**config.mk**
```make
export PLATFORM = sky130hd
export DESIGN_NAME = pulse_gen
export DESIGN_NICKNAME = d
export VERILOG_FILES = /design/src/rtl/pulse_gen_pkg.sv /design/src/rtl/pulse_gen_phase_cnt.sv /design/src/rtl/pulse_gen.sv
export SDC_FILE = /design/constraint.sdc
export NUM_CORES = 1
export LEC_CHECK = 0
export BUFFER_PORTS_ARGS = -buffer_cell sky130_fd_sc_hd__buf_2
export CAP_MARGIN = 10
export CORE_UTILIZATION = 50
export CTS_CLUSTER_SIZE = 25
export DETAILED_ROUTE_END_ITERATION = 10
export GPL_TIMING_DRIVEN = 0
export PLACE_DENSITY = 0.72
export SETUP_SLACK_MARGIN = 0.4
export SLEW_MARGIN = 10
export SYNTH_ARGS = -nofsm -noshare
export SYNTH_HDL_FRONTEND = slang
export SYNTH_SLANG_ARGS = --single-unit
```
**constraint.sdc**
```tcl
create_clock -name clk_i -period 4.07 [get_ports clk_i]
set_input_delay 0.2035 -clock clk_i [delete_from_list [all_inputs] [get_ports clk_i]]
set_output_delay 0.2035 -clock clk_i [all_outputs]
set_load 0.02 [all_outputs]
```
**src/rtl/pulse_gen_pkg.sv**
```systemverilog
// Shared types and helpers for the pulse_gen periodic pulse-train transmitter.
// Config fields are held at a fixed maximum width so the struct is independent
// of the T_CNT_WIDTH / N_CNT_WIDTH overrides; the top zero-extends into it.
package pulse_gen_pkg;

  localparam int unsigned PG_T_MAX = 64;
  localparam int unsigned PG_N_MAX = 32;

  // Galois feedback mask for x^16 + x^14 + x^13 + x^11 + 1 (right-shifting form)
  localparam logic [15:0] PG_LFSR_TAPS = 16'hB400;

  typedef enum logic [2:0] {
    PG_IDLE,
    PG_DELAY,
    PG_HIGH,
    PG_LOW,
    PG_DONE
  } pulse_gen_state_t;

  typedef struct packed {
    logic [PG_T_MAX-1:0] period;
    logic [PG_T_MAX-1:0] width;
    logic [PG_T_MAX-1:0] delay;
    logic [PG_N_MAX-1:0] count;
  } pulse_gen_cfg_t;

  // A train needs at least one high and one low cycle per period.
  function automatic logic cfg_is_valid(input logic [PG_T_MAX-1:0] period,
                                        input logic [PG_T_MAX-1:0] width);
    return (period >= PG_T_MAX'(2)) && (width != '0) && (width < period);
  endfunction

endpackage

```
**src/rtl/pulse_gen_phase_cnt.sv**
```systemverilog
// Loadable down-counter with a zero flag; times the delay and high/low phases.
// Load has priority over counting; counting stops at zero.
module pulse_gen_phase_cnt
  import pulse_gen_pkg::*;
#(
  parameter int unsigned WIDTH = 32
) (
  input  logic             clk_i,
  input  logic             rst_i,
  input  logic             load_i,
  input  logic [WIDTH-1:0] load_val_i,
  input  logic             en_i,
  output logic             zero_o
);

  logic [WIDTH-1:0] cnt;

  // Reload on phase entry, otherwise count down to zero and hold
  always_ff @(posedge clk_i) begin
    if (rst_i) begin
      cnt <= '0;
    end else if (load_i) begin
      cnt <= load_val_i;
    end else if (en_i && (cnt != '0)) begin
      cnt <= cnt - WIDTH'(1);
    end
  end

  assign zero_o = (cnt == '0);

endmodule

```
**src/rtl/pulse_gen.sv**
```systemverilog
// pulse_gen: programmable periodic pulse-train transmitter (N pulses or
// continuous) with cycle-exact period, width and start delay.
// Optional build macro PULSE_GEN_JITTER_EN: a 16-bit LFSR stretches the LOW
// phase by one cycle on roughly half the pulses.
module pulse_gen
  import pulse_gen_pkg::*;
#(
  parameter int unsigned T_CNT_WIDTH = 32,
  parameter int unsigned N_CNT_WIDTH = 16,
  parameter logic [15:0] LFSR_SEED   = 16'hACE1
) (
  input  logic                   clk_i,
  input  logic                   rst_i,
  input  logic                   cfg_valid_i,
  output logic                   cfg_ready_o,
  input  logic [T_CNT_WIDTH-1:0] cfg_period_i,
  input  logic [T_CNT_WIDTH-1:0] cfg_width_i,
  input  logic [T_CNT_WIDTH-1:0] cfg_delay_i,
  input  logic [N_CNT_WIDTH-1:0] cfg_count_i,
  input  logic                   start_i,
  input  logic                   stop_i,
  output logic                   sig_o,
  output logic                   busy_o,
  output logic                   done_o,
  output logic                   err_o,
  output logic [N_CNT_WIDTH-1:0] pulse_cnt_o
);

  pulse_gen_state_t        state;
  pulse_gen_cfg_t          cfg_q;
  pulse_gen_cfg_t          cfg_in;
  logic                    cfg_loaded;
  logic [N_CNT_WIDTH-1:0]  pulses_left;

  logic                    cfg_acc;
  logic                    launch;
  logic                    rise;
  logic                    last_pulse;

  logic                    dly_load;
  logic                    dly_zero;
  logic                    ph_load;
  logic                    ph_zero;
  logic [T_CNT_WIDTH-1:0]  ph_load_val;
  logic [T_CNT_WIDTH-1:0]  width_m1;
  logic [T_CNT_WIDTH-1:0]  delay_m1;
  logic [T_CNT_WIDTH-1:0]  low_len_m1;

  assign cfg_in = '{period: PG_T_MAX'(cfg_period_i),
                    width:  PG_T_MAX'(cfg_width_i),
                    delay:  PG_T_MAX'(cfg_delay_i),
                    count:  PG_N_MAX'(cfg_count_i)};

  // cfg_ready_o is only ever high while state is IDLE, so acceptance implies IDLE.
  // A config accepted in the same cycle as start_i takes precedence over the launch.
  assign cfg_acc    = cfg_valid_i && cfg_ready_o;
  assign launch     = (state == PG_IDLE) && start_i && !stop_i && !cfg_acc &&
                      cfg_loaded && !err_o;
  assign rise       = (state == PG_HIGH) && !sig_o && !stop_i;
  assign last_pulse = (cfg_q.count != '0) && (pulses_left == N_CNT_WIDTH'(1));

  // Differences are formed at full config width, then narrowed; no wrap at max period.
  assign width_m1 = T_CNT_WIDTH'(cfg_q.width - PG_T_MAX'(1));
  assign delay_m1 = T_CNT_WIDTH'(cfg_q.delay - PG_T_MAX'(1));

`ifdef PULSE_GEN_JITTER_EN
  logic [15:0] lfsr;
  logic        low_stretch;

  // Stretch only when period-width+1 still fits the counter width.
  assign low_stretch = lfsr[0] && (T_CNT_WIDTH'(cfg_q.period - cfg_q.width) != '1);
  assign low_len_m1  = T_CNT_WIDTH'(cfg_q.period - cfg_q.width - PG_T_MAX'(1)) +
                       T_CNT_WIDTH'(low_stretch);

  // Advance the jitter LFSR once per pulse, at the HIGH-to-LOW transition
  always_ff @(posedge clk_i) begin
    if (rst_i) begin
      lfsr <= LFSR_SEED;
    end else if ((state == PG_HIGH) && ph_zero && !stop_i) begin
      lfsr <= {1'b0, lfsr[15:1]} ^ (lfsr[0] ? PG_LFSR_TAPS : 16'h0000);
    end
  end
`else
  assign low_len_m1 = T_CNT_WIDTH'(cfg_q.period - cfg_q.width - PG_T_MAX'(1));
`endif

  // Phase counter reloads: each phase is loaded with its length minus one on entry
  always_comb begin
    dly_load    = 1'b0;
    ph_load     = 1'b0;
    ph_load_val = width_m1;
    if (!stop_i) begin
      unique case (state)
        PG_IDLE: begin
          if (launch) begin
            if (cfg_q.delay != '0) dly_load = 1'b1;
            else                   ph_load  = 1'b1;
          end
        end
        PG_DELAY: ph_load = dly_zero;
        PG_HIGH: begin
          ph_load     = ph_zero;
          ph_load_val = low_len_m1;
        end
        PG_LOW:  ph_load = ph_zero && !last_pulse;
        default: ;
      endcase
    end
  end

  pulse_gen_phase_cnt #(.WIDTH(T_CNT_WIDTH)) u_dly_cnt (
    .clk_i      (clk_i),
    .rst_i      (rst_i),
    .load_i     (dly_load),
    .load_val_i (delay_m1),
    .en_i       (state == PG_DELAY),
    .zero_o     (dly_zero)
  );

  pulse_gen_phase_cnt #(.WIDTH(T_CNT_WIDTH)) u_ph_cnt (
    .clk_i      (clk_i),
    .rst_i      (rst_i),
    .load_i     (ph_load),
    .load_val_i (ph_load_val),
    .en_i       ((state == PG_HIGH) || (state == PG_LOW)),
    .zero_o     (ph_zero)
  );

  // Main FSM plus config latch and registered outputs.
  // sig_o/busy_o/done_o are registered decodes of the state, so they trail it
  // by one cycle; this is what places the first rise at start edge + 1 + delay.
  always_ff @(posedge clk_i) begin
    if (rst_i) begin
      state       <= PG_IDLE;
      cfg_q       <= '0;
      cfg_loaded  <= 1'b0;
      pulses_left <= '0;
      cfg_ready_o <= 1'b1;
      sig_o       <= 1'b0;
      busy_o      <= 1'b0;
      done_o      <= 1'b0;
      err_o       <= 1'b0;
      pulse_cnt_o <= '0;
    end else begin
      sig_o  <= (state == PG_HIGH) && !stop_i;
      busy_o <= (state inside {PG_DELAY, PG_HIGH, PG_LOW}) && !stop_i;
      done_o <= (state == PG_DONE) && !stop_i;

      if (rise && (pulse_cnt_o != '1)) begin
        pulse_cnt_o <= pulse_cnt_o + N_CNT_WIDTH'(1);
      end

      if (stop_i && (state != PG_IDLE)) begin
        state       <= PG_IDLE;
        cfg_ready_o <= 1'b1;
      end else begin
        unique case (state)
          PG_IDLE: begin
            if (cfg_acc) begin
              cfg_q      <= cfg_in;
              cfg_loaded <= 1'b1;
              err_o      <= !cfg_is_valid(cfg_in.period, cfg_in.width);
            end else if (launch) begin
              pulse_cnt_o <= '0;
              pulses_left <= N_CNT_WIDTH'(cfg_q.count);
              cfg_ready_o <= 1'b0;
              state       <= (cfg_q.delay != '0) ? PG_DELAY : PG_HIGH;
            end
          end
          PG_DELAY: begin
            if (dly_zero) state <= PG_HIGH;
          end
          PG_HIGH: begin
            if (ph_zero) state <= PG_LOW;
          end
          PG_LOW: begin
            if (ph_zero) begin
              if (last_pulse) begin
                state <= PG_DONE;
              end else begin
                state <= PG_HIGH;
                if (cfg_q.count != '0) pulses_left <= pulses_left - N_CNT_WIDTH'(1);
              end
            end
          end
          PG_DONE: begin
            state       <= PG_IDLE;
            cfg_ready_o <= 1'b1;
          end
          default: begin
            state       <= PG_IDLE;
            cfg_ready_o <= 1'b1;
          end
        endcase
      end
    end
  end

endmodule
```
==> impl_metrics.xml <==
<?xml version="1.0" encoding="UTF-8"?>
<metrics>
  <group name="routing">
    <metric name="ant_nets" unit="">0</metric>
    <metric name="dr_total_vias" unit="">14480</metric>
    <metric name="drc" unit="">0</metric>
    <metric name="avgViaCountPerCell" unit="">5.832</metric>
    <metric name="routedWlPerCell" unit="um">17.83</metric>
    <metric name="detail_route.first_pass.iterations" unit="">6</metric>
    <metric name="detail_route.iter0.violations" unit="">1270</metric>
    <metric name="detail_route.wirelength" unit="um">44270</metric>
  </group>
  <group name="die">
    <metric name="floorplan.die.height" unit="um">167.3</metric>
    <metric name="floorplan.io_pins" unit="">138</metric>
    <metric name="start_util" unit="%">50.81</metric>
    <metric name="coreArea" unit="um2">26880</metric>
    <metric name="die_width" unit="um">167.3</metric>
    <metric name="num_rows" unit="">60</metric>
    <metric name="floorplan.die_area" unit="um2">27970</metric>
  </group>
  <group name="timing">
    <metric name="unrepaired_setup_endpoints_after_global_routing" unit="">no</metric>
    <metric name="finalMaxSlewViolations" unit="">0</metric>
    <metric name="finalHoldViolCount" unit="">0</metric>
    <metric name="holdWs" unit="ps">159.8</metric>
    <metric name="worst_clock_skew" unit="ps">19.53</metric>
    <metric name="fin_crit_sh" unit="%">87.74</metric>
    <metric name="finalSetupViolCount" unit="">0</metric>
    <metric name="timing.final.crit_period" unit="ps">3571</metric>
    <metric name="fmax" unit="GHz">0.2800</metric>
    <metric name="actual_transition_at_the_worst_max_transition_pin" unit="ps">1307</metric>
    <metric name="slew_headroom" unit="%">12.45</metric>
  </group>
  <group name="clock_tree">
    <metric name="clk_pin_slew" unit="ps">60</metric>
    <metric name="tritoncts_clock_tree" unit="">yes</metric>
    <metric name="clock_sink_count" unit="">217</metric>
    <metric name="h_tree_lvl_count" unit="">1</metric>
    <metric name="numCtsBuffers" unit="">24</metric>
    <metric name="clk_latency" unit="ps">540</metric>
    <metric name="cts-root-buf" unit="">clkbuf_16</metric>
    <metric name="ctsLongestPathBuffers" unit="">3</metric>
  </group>
  <group name="place">
    <metric name="gp_congestion" unit="">0.9310</metric>
    <metric name="detailed_place_hpwl" unit="um">31350</metric>
    <metric name="io_buffers" unit="">135</metric>
    <metric name="numPlacedInstances" unit="">2320</metric>
  </group>
  <group name="worst_setup_path">
    <metric name="r2r_end" unit="">u_dly_cnt.cnt[22]</metric>
    <metric name="worst-r2r-cell-count" unit="">14</metric>
    <metric name="worstReg2RegStart" unit="">cfg_q[41]</metric>
    <metric name="cp-startpoint" unit="">cfg_q[41]</metric>
    <metric name="critical_path_depth" unit="">14</metric>
    <metric name="critPathArrivalTime" unit="ps">4010</metric>
    <metric name="critPathBufInv" unit="">4</metric>
    <metric name="crit_path_cell_trace" unit="">or4_4 &gt; nor4_4 &gt; buf_4 &gt; a31oi_4 &gt; buf_4 &gt; clkbuf_4 &gt; buf_4 &gt; mux2i_2 &gt; ha_4 &gt; o211ai_4 &gt; nor2_2 &gt; nand2_1 &gt; xor2_1 &gt; a211oi_1</metric>
    <metric name="crit_slowest_cell" unit="">or4_4</metric>
    <metric name="setup.worst_path.start_class" unit="">flip-flop</metric>
    <metric name="r2r_setup_slack" unit="ps">500</metric>
    <metric name="setup.worst_path.end" unit="">u_dly_cnt.cnt[22]</metric>
    <metric name="required" unit="ps">4510</metric>
    <metric name="setup.worst_path.end_class" unit="">flip-flop</metric>
    <metric name="crit_path_max_fanout" unit="">10</metric>
    <metric name="critical-path-top-cell-by-count" unit="">buf_4</metric>
    <metric name="max_stage_delay" unit="ps">580</metric>
    <metric name="crit_type" unit="">reg2reg</metric>
    <metric name="crit_family" unit="">simple AND/OR/NAND/NOR gates</metric>
  </group>
  <group name="finish">
    <metric name="layout.nets" unit="">2312</metric>
    <metric name="fin_util" unit="%">62.63</metric>
    <metric name="syn2layout_area_growth" unit="%">23.27</metric>
    <metric name="final_layout_size_suffix_gt1_share" unit="%">11.90</metric>
    <metric name="antenna_cells" unit="">0</metric>
    <metric name="filler_cell_count" unit="">2373</metric>
    <metric name="finish.cell_count_without_fillers" unit="">2483</metric>
  </group>
  <group name="synthesis">
    <metric name="instance_count_of_the_mapped_netlist" unit="">1843</metric>
    <metric name="post_synth_main_area_contributors" unit="">dfxtp_1, nand2_1, a21oi_1</metric>
    <metric name="synth_compound_gate_area_share" unit="%">20.06</metric>
    <metric name="register_bit_total_from_synthesis" unit="">217</metric>
    <metric name="yosys.cell_types.count" unit="">80</metric>
    <metric name="yosysWarnings" unit="">0</metric>
    <metric name="number_of_enable_type_register_cells_in_the_synthesized_netlist" unit="">0</metric>
    <metric name="async_reset_ff_share" unit="%">0</metric>
    <metric name="synth_xor_xnor_area_share" unit="%">8.403</metric>
    <metric name="avg_synthesized_cell_area" unit="um2">7.409</metric>
    <metric name="synth-adder-area-share" unit="%">6.469</metric>
    <metric name="dominant_combinational_cell_family_by_area_after_synthesis" unit="">simple AND/OR/NAND/NOR gates</metric>
    <metric name="share_of_the_yosys_chip_area_belonging_to_registers" unit="%">31.82</metric>
    <metric name="synthesis.nets" unit="">2030</metric>
    <metric name="share_of_cell_area_taken_by_muxes_after_synthesis" unit="%">0.5865</metric>
    <metric name="synth_area" unit="um2">13650</metric>
    <metric name="synth_top_area_cell" unit="">dfxtp_1</metric>
    <metric name="ys.flop_type" unit="">dfxtp_1</metric>
    <metric name="synth_simple_gate_area_share" unit="%">27.80</metric>
    <metric name="synth_largest_type_area_fraction" unit="%">31.82</metric>
  </group>
  <group name="power">
    <metric name="vdd_drop_max" unit="mV">0.4266</metric>
    <metric name="power-per-cell-area" unit="nW/um2">710.3</metric>
    <metric name="total_power" unit="W">0.01196</metric>
    <metric name="leakage" unit="nW">6.895</metric>
  </group>
  <group name="global_routing">
    <metric name="first_global_vias" unit="">13600</metric>
    <metric name="met1_track_utilization_from_global_routing" unit="%">42.00</metric>
    <metric name="globalRouteMet2Util" unit="%">49.85</metric>
    <metric name="grt_overflow" unit="">0</metric>
    <metric name="globalRouteMet3Util" unit="%">4.325</metric>
    <metric name="antenna_violations_before_repair" unit="">1</metric>
    <metric name="grt_first_pass_wirelength" unit="um">69960</metric>
    <metric name="grt-busiest-layer" unit="">met2</metric>
    <metric name="grt.total_usage" unit="%">30.73</metric>
    <metric name="grt_max_degree" unit="">14</metric>
  </group>
  <group name="min_path">
    <metric name="hold_path_class" unit="">in2reg</metric>
    <metric name="timing.hold.worst.start" unit="">cfg_valid_i</metric>
  </group>
  <group name="job">
    <metric name="drv_cap" unit="">0</metric>
  </group>
  <group name="outcome">
    <metric name="run_status" unit="">completed</metric>
  </group>
</metrics>
## state kept, by name, summed over array words and instances, names as in the netlist
signal,cells
cfg_q,112
u_dly_cnt.cnt,32
u_ph_cnt.cnt,32
pulse_cnt_o,16
pulses_left,16
state,3
busy_o,1
cfg_loaded,1
cfg_ready_o,1
done_o,1
err_o,1
sig_o,1
## placed cells by master, fill, tap and decap left out, drive strengths merged, types with 69 or more instances in the layout
| master | netlist | layout |
|---|---|---|
| a21oi | 203 | 203 |
| buf | 21 | 164 |
| clkbuf | 69 | 102 |
| dfxtp | 217 | 217 |
| dlygate4sd3 | 0 | 112 |
| ha | 69 | 69 |
| inv | 79 | 79 |
| nand2 | 334 | 334 |
| nor2 | 167 | 167 |
| nor3 | 73 | 73 |
| xnor2 | 83 | 83 |
## logic make-up after synthesis
family                     after synthesis
DFF                                    217
muxes                                    8
and+or+nand+nor                        804
buffers and inverters                  169
AOI/OAI and AO/OA                      444
xor gates and xnor gates               131
adders and majority gates               70
## cells in the mapped netlist, types with 12 or more instances
| master | number |
|---|---|
| nor3_1 | 67 |
| a21o_1 | 16 |
| xnor2_1 | 83 |
| a21oi_1 | 201 |
| nor4_1 | 51 |
| o21ai_0 | 61 |
| or3_1 | 37 |
| nand2_1 | 334 |
| o211ai_1 | 13 |
| ha_1 | 69 |
| inv_1 | 79 |
| nand3_1 | 44 |
| clkbuf_1 | 69 |
| buf_2 | 12 |
| xor2_1 | 48 |
| a211oi_1 | 54 |
| dfxtp_1 | 217 |
| or4_1 | 16 |
| nor2_1 | 167 |
| nand4_1 | 21 |
## worst min-delay path: cells and delay by family
family | cells | cell delay (ps)
buffers and inverters | 1 | 100
and+or+nand+nor | 4 | 350
## how the worst min path moves through the flow
stage / to / slack, ps / depth (start not counted)
3_5_place_dp: cfg_q[47] / 450 / 3
6_report: cfg_ready_o / 160 / 5
4_1_cts: cfg_ready_o / 140 / 5
3_3_place_gp: cfg_q[49] / 440 / 3
5_1_grt: cfg_ready_o / 180 / 5
2_1_floorplan: cfg_q[115] / 340 / 2
## per-stage QoR
stage	setup TNS, ps	cell area (um2)	setup WS [ps]
floorplan	0	13650	695.8
global placement	-3542	14760	-396.1
detailed placement	-4702	14770	-479.2
CTS	0	16730	400.9
global route	0	16830	411.0
finish	0	16830	498.8
## per-layer routing
metal	vias up	part of all wire, %
li1	7078	-
met1	6659	45
met2	655	45
met3	88	7.3
met4	0	2.8
met5	-	0
## cell type report
cell class	instances	area, um2	share of cell area (%)
clock buffer	32	660.6	3.925
tap	341	426.7	2.535
sequential	217	4344	25.81
inverter	79	296.5	1.762
multi-input combinational	1457	8765	52.07
buffer	90	376.6	2.238
timing repair buffer	256	1864	11.08
clock inverter	11	97.59	0.5798
## where the power goes
part | total (W) | internal, W | switching (W)
registers | 0.00297 | 0.00252 | 0.000444
clock network | 0.00210 | 0.00121 | 0.000889
logic | 0.00689 | 0.00279 | 0.00410
total | 0.0120 | 0.00652 | 0.00543
## what timing repair did
| action | in CTS | in global routing |
|---|---|---|
| endpoints found under the hold margin | 112 | 0 |
| endpoints found under the setup margin | 15 | 14 |
| gates resized for setup | 12 | 15 |
| buffers inserted | 2 | 6 |
| pin swaps | 3 | 6 |
| hold buffers | 112 | 0 |
Power figures use the tool's default switching activity.
